==> config.mk <==
export PLATFORM = sky130hd
export DESIGN_NAME = addsub_seq
export DESIGN_NICKNAME = d
export VERILOG_FILES = /design/src/rtl/addsub_seq.sv
export SDC_FILE = /design/constraint.sdc
export NUM_CORES = 1
export LEC_CHECK = 0
export BUFFER_PORTS_ARGS = -buffer_cell sky130_fd_sc_hd__buf_2
export CELL_PAD_IN_SITES_DETAIL_PLACEMENT = 1
export CELL_PAD_IN_SITES_GLOBAL_PLACEMENT = 1
export CORE_MARGIN = 5
export CORE_UTILIZATION = 42
export CTS_BUF_LIST = sky130_fd_sc_hd__clkbuf_8 sky130_fd_sc_hd__clkbuf_16
export DETAILED_ROUTE_END_ITERATION = 8
export PLACE_DENSITY = 0.95
export SKIP_LAST_GASP = 1
export SYNTH_ARGS = -nofsm -noshare
export SYNTH_HDL_FRONTEND = slang
export SYNTH_SLANG_ARGS = --single-unit
export TNS_END_PERCENT = 50
==> constraint.sdc <==
create_clock -name clk -period 10 [get_ports clk]
set_input_delay 1 -clock clk [delete_from_list [all_inputs] [get_ports clk]]
set_output_delay 1 -clock clk [all_outputs]
set_load 0.005 [all_outputs]
==> src/rtl/addsub_seq.sv <==
// Multi-cycle two's-complement adder/subtractor. It processes one CHUNK-bit slice
// per clock and keeps a carry register between slices. Valid/ready handshakes on both sides.
module addsub_seq #(
  parameter int WIDTH = 16,
  parameter int CHUNK = 4
) (
  input  logic             clk,
  input  logic             rst,
  input  logic             in_valid,
  output logic             in_ready,
  input  logic [WIDTH-1:0] op_a,
  input  logic [WIDTH-1:0] op_b,
  input  logic             sub,
  output logic             out_valid,
  input  logic             out_ready,
  output logic [WIDTH-1:0] result,
  output logic             cout,
  output logic             overflow,
  output logic             zero
);

  localparam int N  = WIDTH / CHUNK;
  localparam int KW = (N > 1) ? $clog2(N) : 1;

  typedef enum logic [1:0] {IDLE, CALC, DONE} state_t;

  state_t           state_reg;
  logic [WIDTH-1:0] a_reg;
  logic [WIDTH-1:0] b_reg;
  logic             carry_reg;
  logic [KW-1:0]    k_reg;
  logic [WIDTH-1:0] result_reg;
  logic             cout_reg;
  logic             overflow_reg;
  logic             zero_reg;
  logic             out_valid_reg;

  logic [CHUNK-1:0] a_cur;
  logic [CHUNK-1:0] b_cur;
  logic [CHUNK:0]   sum_full;
  logic [WIDTH-1:0] result_next;
  logic             last_slice;
  logic             overflow_next;
  logic             zero_next;

  assign in_ready   = (state_reg == IDLE) && !rst;
  assign out_valid  = out_valid_reg;
  assign result     = result_reg;
  assign cout       = cout_reg;
  assign overflow   = overflow_reg;
  assign zero       = zero_reg;
  assign last_slice = (k_reg == KW'(N - 1));

  always_comb begin
    a_cur = '0;
    b_cur = '0;
    for (int i = 0; i < N; i++) begin
      if (k_reg == KW'(i)) begin
        a_cur = a_reg[i*CHUNK +: CHUNK];
        b_cur = b_reg[i*CHUNK +: CHUNK];
      end
    end
    sum_full = {1'b0, a_cur} + {1'b0, b_cur} + {{CHUNK{1'b0}}, carry_reg};
  end

  // Only the active slice is replaced; the others keep their earlier partial sums.
  generate
    for (genvar gi = 0; gi < N; gi++) begin : g_slice
      assign result_next[gi*CHUNK +: CHUNK] =
        (k_reg == KW'(gi)) ? sum_full[CHUNK-1:0] : result_reg[gi*CHUNK +: CHUNK];
    end
  endgenerate

  // b_reg already holds ~op_b in subtract mode, so one rule covers both modes.
  assign overflow_next = (a_reg[WIDTH-1] == b_reg[WIDTH-1]) &&
                         (result_next[WIDTH-1] != a_reg[WIDTH-1]);
  assign zero_next     = ~|result_next;

  always_ff @(posedge clk) begin
    if (rst) begin
      state_reg     <= IDLE;
      a_reg         <= '0;
      b_reg         <= '0;
      carry_reg     <= 1'b0;
      k_reg         <= '0;
      result_reg    <= '0;
      cout_reg      <= 1'b0;
      overflow_reg  <= 1'b0;
      zero_reg      <= 1'b0;
      out_valid_reg <= 1'b0;
    end else begin
      case (state_reg)
        IDLE: begin
          if (in_valid) begin
            a_reg     <= op_a;
            b_reg     <= sub ? ~op_b : op_b;
            carry_reg <= sub;
            k_reg     <= '0;
            state_reg <= CALC;
          end
        end
        CALC: begin
          result_reg <= result_next;
          carry_reg  <= sum_full[CHUNK];
          if (last_slice) begin
            cout_reg      <= sum_full[CHUNK];
            overflow_reg  <= overflow_next;
            zero_reg      <= zero_next;
            out_valid_reg <= 1'b1;
            state_reg     <= DONE;
          end else begin
            k_reg <= k_reg + 1'b1;
          end
        end
        DONE: begin
          if (out_ready) begin
            out_valid_reg <= 1'b0;
            state_reg     <= IDLE;
          end
        end
        default: state_reg <= IDLE;
      endcase
    end
  end

endmodule
# Yosys cells after proc, flatten, opt, wreduce, memory -nomap -nowiden
# Cells that the tools add are included.
[word_totals]
reg_bits = 57
in_bits = 37
wordCells = 65
[op_classes]
n_addsub = 3
eq_ne = 11
mux = 25
bitwise_logic = 1
reduce_logical = 15
[op_table]
columns = ["cell", "n"]
rows = [
  ["two-way mux 4 bit", 12],
  ["two-way mux 16 bit", 1],
  ["NOT 16 bit", 1],
  ["OR reduction 16 bit", 1],
  ["two-way mux 2 bit", 5],
  ["AND reduction 3 bit", 3],
  ["inequality test 2 bit, second input constant", 4],
  ["== test 2 bit, second input constant", 3],
  ["case mux 2 bit (3 select lines)", 1],
  ["AND reduction 2 bit", 3],
  ["adder 4 x 4 -> 5 bit", 1],
  ["adder 5 x 1 -> 5 bit", 1],
  ["== test 2 x 1 -> 1 bit, second input constant", 2],
  ["logical NOT 2 bit", 2],
  ["case mux 1 bit (2 select lines)", 2],
  ["case mux 2 bit (2 select lines)", 1],
  ["nonzero test 2 bit", 2],
  ["two-way mux 1 bit", 3],
  ["adder 2 x 1 -> 2 bit, second input constant", 1],
  ["logical AND 1 bit", 2],
  ["logical NOT 1 bit", 2],
  ["== test 1 bit", 1],
  ["inequality test 1 bit", 1],
]

# Longest topological paths before layout
[depth]
word_depth = 10
ltp_mapped = 16
ltp_nobuf = 14

# Worst setup path after synthesis
# OpenSTA, ideal clock, no wires.
[synth_path]
path_kind = "register -> register"
from = "register k_reg[0]"
to = "register zero_reg (netlist: zero)"
arrival_time_ps = 3051
required_time_ps = 9913
slack_ps = 6862
path_stages_with_launch = 16
synth_period_minus_slack_ps = 3138
path_cell_list = "dfxtp_1 -> ha_1 -> clkbuf_1 -> clkbuf_1 -> nand2_1 -> a21oi_1 -> a21oi_1 -> nor2_1 -> a21oi_1 -> fa_1 -> inv_1 -> fa_1 -> a21oi_1 -> a21oi_1 -> a311o_1 -> o31ai_1"
[synth_via]
elab_chain_cells = 10
[synth_lines]
columns = ["element", "line_no", "source"]
rows = [
  ["start: declaration", "31", "logic [KW-1:0] k_reg;"],
  ["start signal: assignment", "112", "k_reg <= k_reg + 1'b1;"],
  ["logical NOT 2 bit", "58, 70", ""],
  ["two-way mux 4 bit (4 in series)", "58", "if (k_reg == KW'(i)) begin"],
  ["adder 4 x 4 -> 5 bit", "63", "sum_full = {1'b0, a_cur} + {1'b0, b_cur} + {{CHUNK{1'b0}}, carry_reg};"],
  ["adder 5 x 1 -> 5 bit", "63", ""],
  ["two-way mux 4 bit", "70", "(k_reg == KW'(gi)) ? sum_full[CHUNK-1:0] : result_reg[gi*CHUNK +: CHUNK];"],
  ["OR reduction 16 bit", "77", "assign zero_next = ~|result_next;"],
  ["logical NOT 1 bit", "77", ""],
  ["end signal: assignment", "108", "zero_reg <= zero_next;"],
  ["end: declaration", "35", "logic zero_reg;"],
]
# Parallel ways exist; a longest one is shown, timed or not.
# A chain may end at the register's enable or synchronous reset.

# Worst setup path after layout
[layout_path]
from = "register k_reg[1]"
to = "register zero_reg (netlist: zero)"
# The elaborated chain is that of the path after synthesis.

==> qor.txt <==
Logic gate share of total power: 18.1%
Most frequent cells in the layout: nand2_1 (63), dfxtp_1 (57), buf_2 (57)
Synth warn: 0
Vias in the first global route: 2657
Fin area: 3180 sq um
Pin count of the biggest net entering global routing: 60
First-pass GRT wire length: 12100 um
Initial DRT Pass Iterations: 4
Power Dens Cells: 164 nW/um^2
Worst setup EP type: flip-flop
Routing usage on met1: 20.6%
GRT busiest layer: met2
Seq cells post-synth: 57
Via/cell ratio: 5.36
Mapped cell area: 2740 sq um
Worst Skew: 0.00742 ns
Final setup fails: 0
Layout cells sized above 1: 19.7%
Initial core utilization: 43.2%
Post_cts resized: 0
Hold WS: 0.457 ns
Worst hold path class: flip-flop to flip-flop
Worst-path clk slew: 0.06 ns
Placed cell area: 3020 sq um
Most common cell after layout, fill and taps aside: nand2_1
Final #Nets: 432
Vias: 2505
Pwr Total: 521 uW
Initial antenna violation count: 0
Max clock buf depth: 2
Switching pwr: 149 uW
Unique masters post-synth: 37
Minimum clock period: 3.56 ns
Syn_area_per_cell: 7.95 sq um
Sequential power share: 47.9%
Post-CTS Setup Bufs: 0
Final-report max-slew violation count: 0
RSZ-0062 raised after global routing: no
Slew HR: 30.3%
Req. time, crit path: 10.25 ns
Leakage: 0.00125 uW
Worst IR drop on VDD: 0.0836 mV
Cell count after synthesis: 345
Status: finished, final reports clean
Period utilization: 35.6%
Arr. time, crit path: 3.81 ns
Post-synth EDFFs: 0
Routability congestion estimate: 0.777
IO Count: 58
Met2 global-route usage: 31.1%
Area growth from synthesis to layout: 15.8%
Reg2Reg Depth: 13
Startpoint types: flip-flop
Met3 GRT Util: 6.42%
Max frequency: 0.281 GHz
Seq/Total Area, Yosys: 41.6%
Total Routing Usage GR: 18.1%
Top fanout value on the critical path: 20
Most used flip-flop cell after synthesis: dfxtp_1
Post-Route Setup TNS: 0 ns
# DRC: 0
Hold depth: 2
Clock power frac: 34.0%
Root buffer cell: clkbuf_8
Initial DRC count: 106
H-tree Lvls: 3
Final Hold Viols: 0
Die W: 90.8 um
Routed Antenna Nets: 0
Num CTS Buffers: 9
Max-Cap Viols: 0
Syn nets: 391
Worst Max-Slew Pin Slew: 1.05 ns
Fill cells: 795
Site Rows: 29
Die height: 90.8 um
GRT Residual Overflow: 0
Antenna cells: 0
Post-DP HPWL: 5210 um
Sw Share: 28.6%
Core ar.: 6350 sq um
CTS Hold Buffers Added: 0
Die area: 8250 sq um
Asr flop ratio synth: 0%
Clock Latency Late Sink: 0.33 ns
CTS sink cnt: 57
Count of input and output buffers: 57
Wire length per cell: 15.3 um
Pint: 372 uW
Critical path class: flip-flop to flip-flop
WL final: 7170 um
CTS tree: built
## power by group through the flow
stage | registers, uW | logic (uW) | clock network [uW]
2_1_floorplan | 252 | 68.7 | 0
3_3_place_gp | 254 | 89.6 | 0
3_5_place_dp | 255 | 94.5 | 0
6_report | 250 | 94.5 | 177
4_1_cts | 250 | 95.5 | 181
5_1_grt | 251 | 106 | 192
## worst max-delay path: stages (launching register included)
cell and delay, ns:
dfxtp_1 0.38, inv_1 0.08, ha_1 0.40, nand3b_1 0.27, a21oi_1 0.19, a21oi_1 0.06, nor2_1 0.11, a21oi_1 0.07
fa_1 0.49, inv_1 0.11, fa_1 0.52, nor4b_1 0.38, o2111ai_1 0.16, o31ai_1 0.25
## layout make-up
cell class,count,area (sq um),share of cell area (%)
clock buffer,10,138,4.33
timing repair buffer,58,293,9.21
multi-input combinational,254,1460,46.1
inverter,6,22.5,0.709
tap,77,96.3,3.03
sequential,57,1140,35.9
clock inverter,5,23.8,0.748
## per-stage QoR
stage,instances,setup WS (ns),util (%)
2_1_floorplan,345,6.86,-
3_3_place_gp,452,6.61,47.5
3_5_place_dp,452,6.46,47.5
4_1_cts,467,6.41,50.0
5_1_grt,467,6.08,50.0
6_report,467,6.44,50.0
## cell usage after synthesis, drive strengths merged (2+ instances only)
| library cell | count | area (sq um) |
|---|---|---|
| nor2b | 4 | 32.5 |
| a21oi | 48 | 240 |
| fa | 2 | 40.0 |
| and2 | 5 | 31.3 |
| nand3 | 4 | 20.0 |
| nor2 | 37 | 139 |
| dfxtp | 57 | 1140 |
| buf | 11 | 52.6 |
| xnor2 | 17 | 149 |
| inv | 6 | 22.5 |
| o21ai | 9 | 48.8 |
| o22ai | 2 | 12.5 |
| a211oi | 27 | 203 |
| ha | 7 | 87.6 |
| nand3b | 9 | 67.6 |
| nor4 | 3 | 18.8 |
| nand2 | 63 | 236 |
| nor3 | 3 | 15.0 |
| clkbuf | 17 | 63.8 |
## logic make-up (layout without fill, tap and decap cells)
logic type / after synthesis / after routing / synth area share (%)
buffers and inverters: 34 / 79 / 5.06
DFF: 57 / 57 / 41.6
xor gates and xnor gates: 17 / 17 / 5.43
AOI/OAI and AO/OA: 94 / 94 / 21.0
and+or+nand+nor: 133 / 133 / 21.9
muxes: 1 / 1 / 0.365
adders and majority gates: 9 / 9 / 4.65
## per-layer routing
| metal | vias up | part of all wire, % |
|---|---|---|
| met5 | - | 0 |
| met4 | 0 | 1.2 |
| met3 | 8 | 5.5 |
| met2 | 50 | 51 |
| met1 | 1183 | 43 |
| li1 | 1264 | - |
## path summary, 6_finish.rpt
check | startpoint | end | slack, ns
min | result[13] | result[13] | 0.46
max | k_reg[1] | zero | 6.44
max reg2reg | k_reg[1] | zero | 6.44
min reg2reg | result[13] | result[13] | 0.46
(Power assumes the default switching activity.)
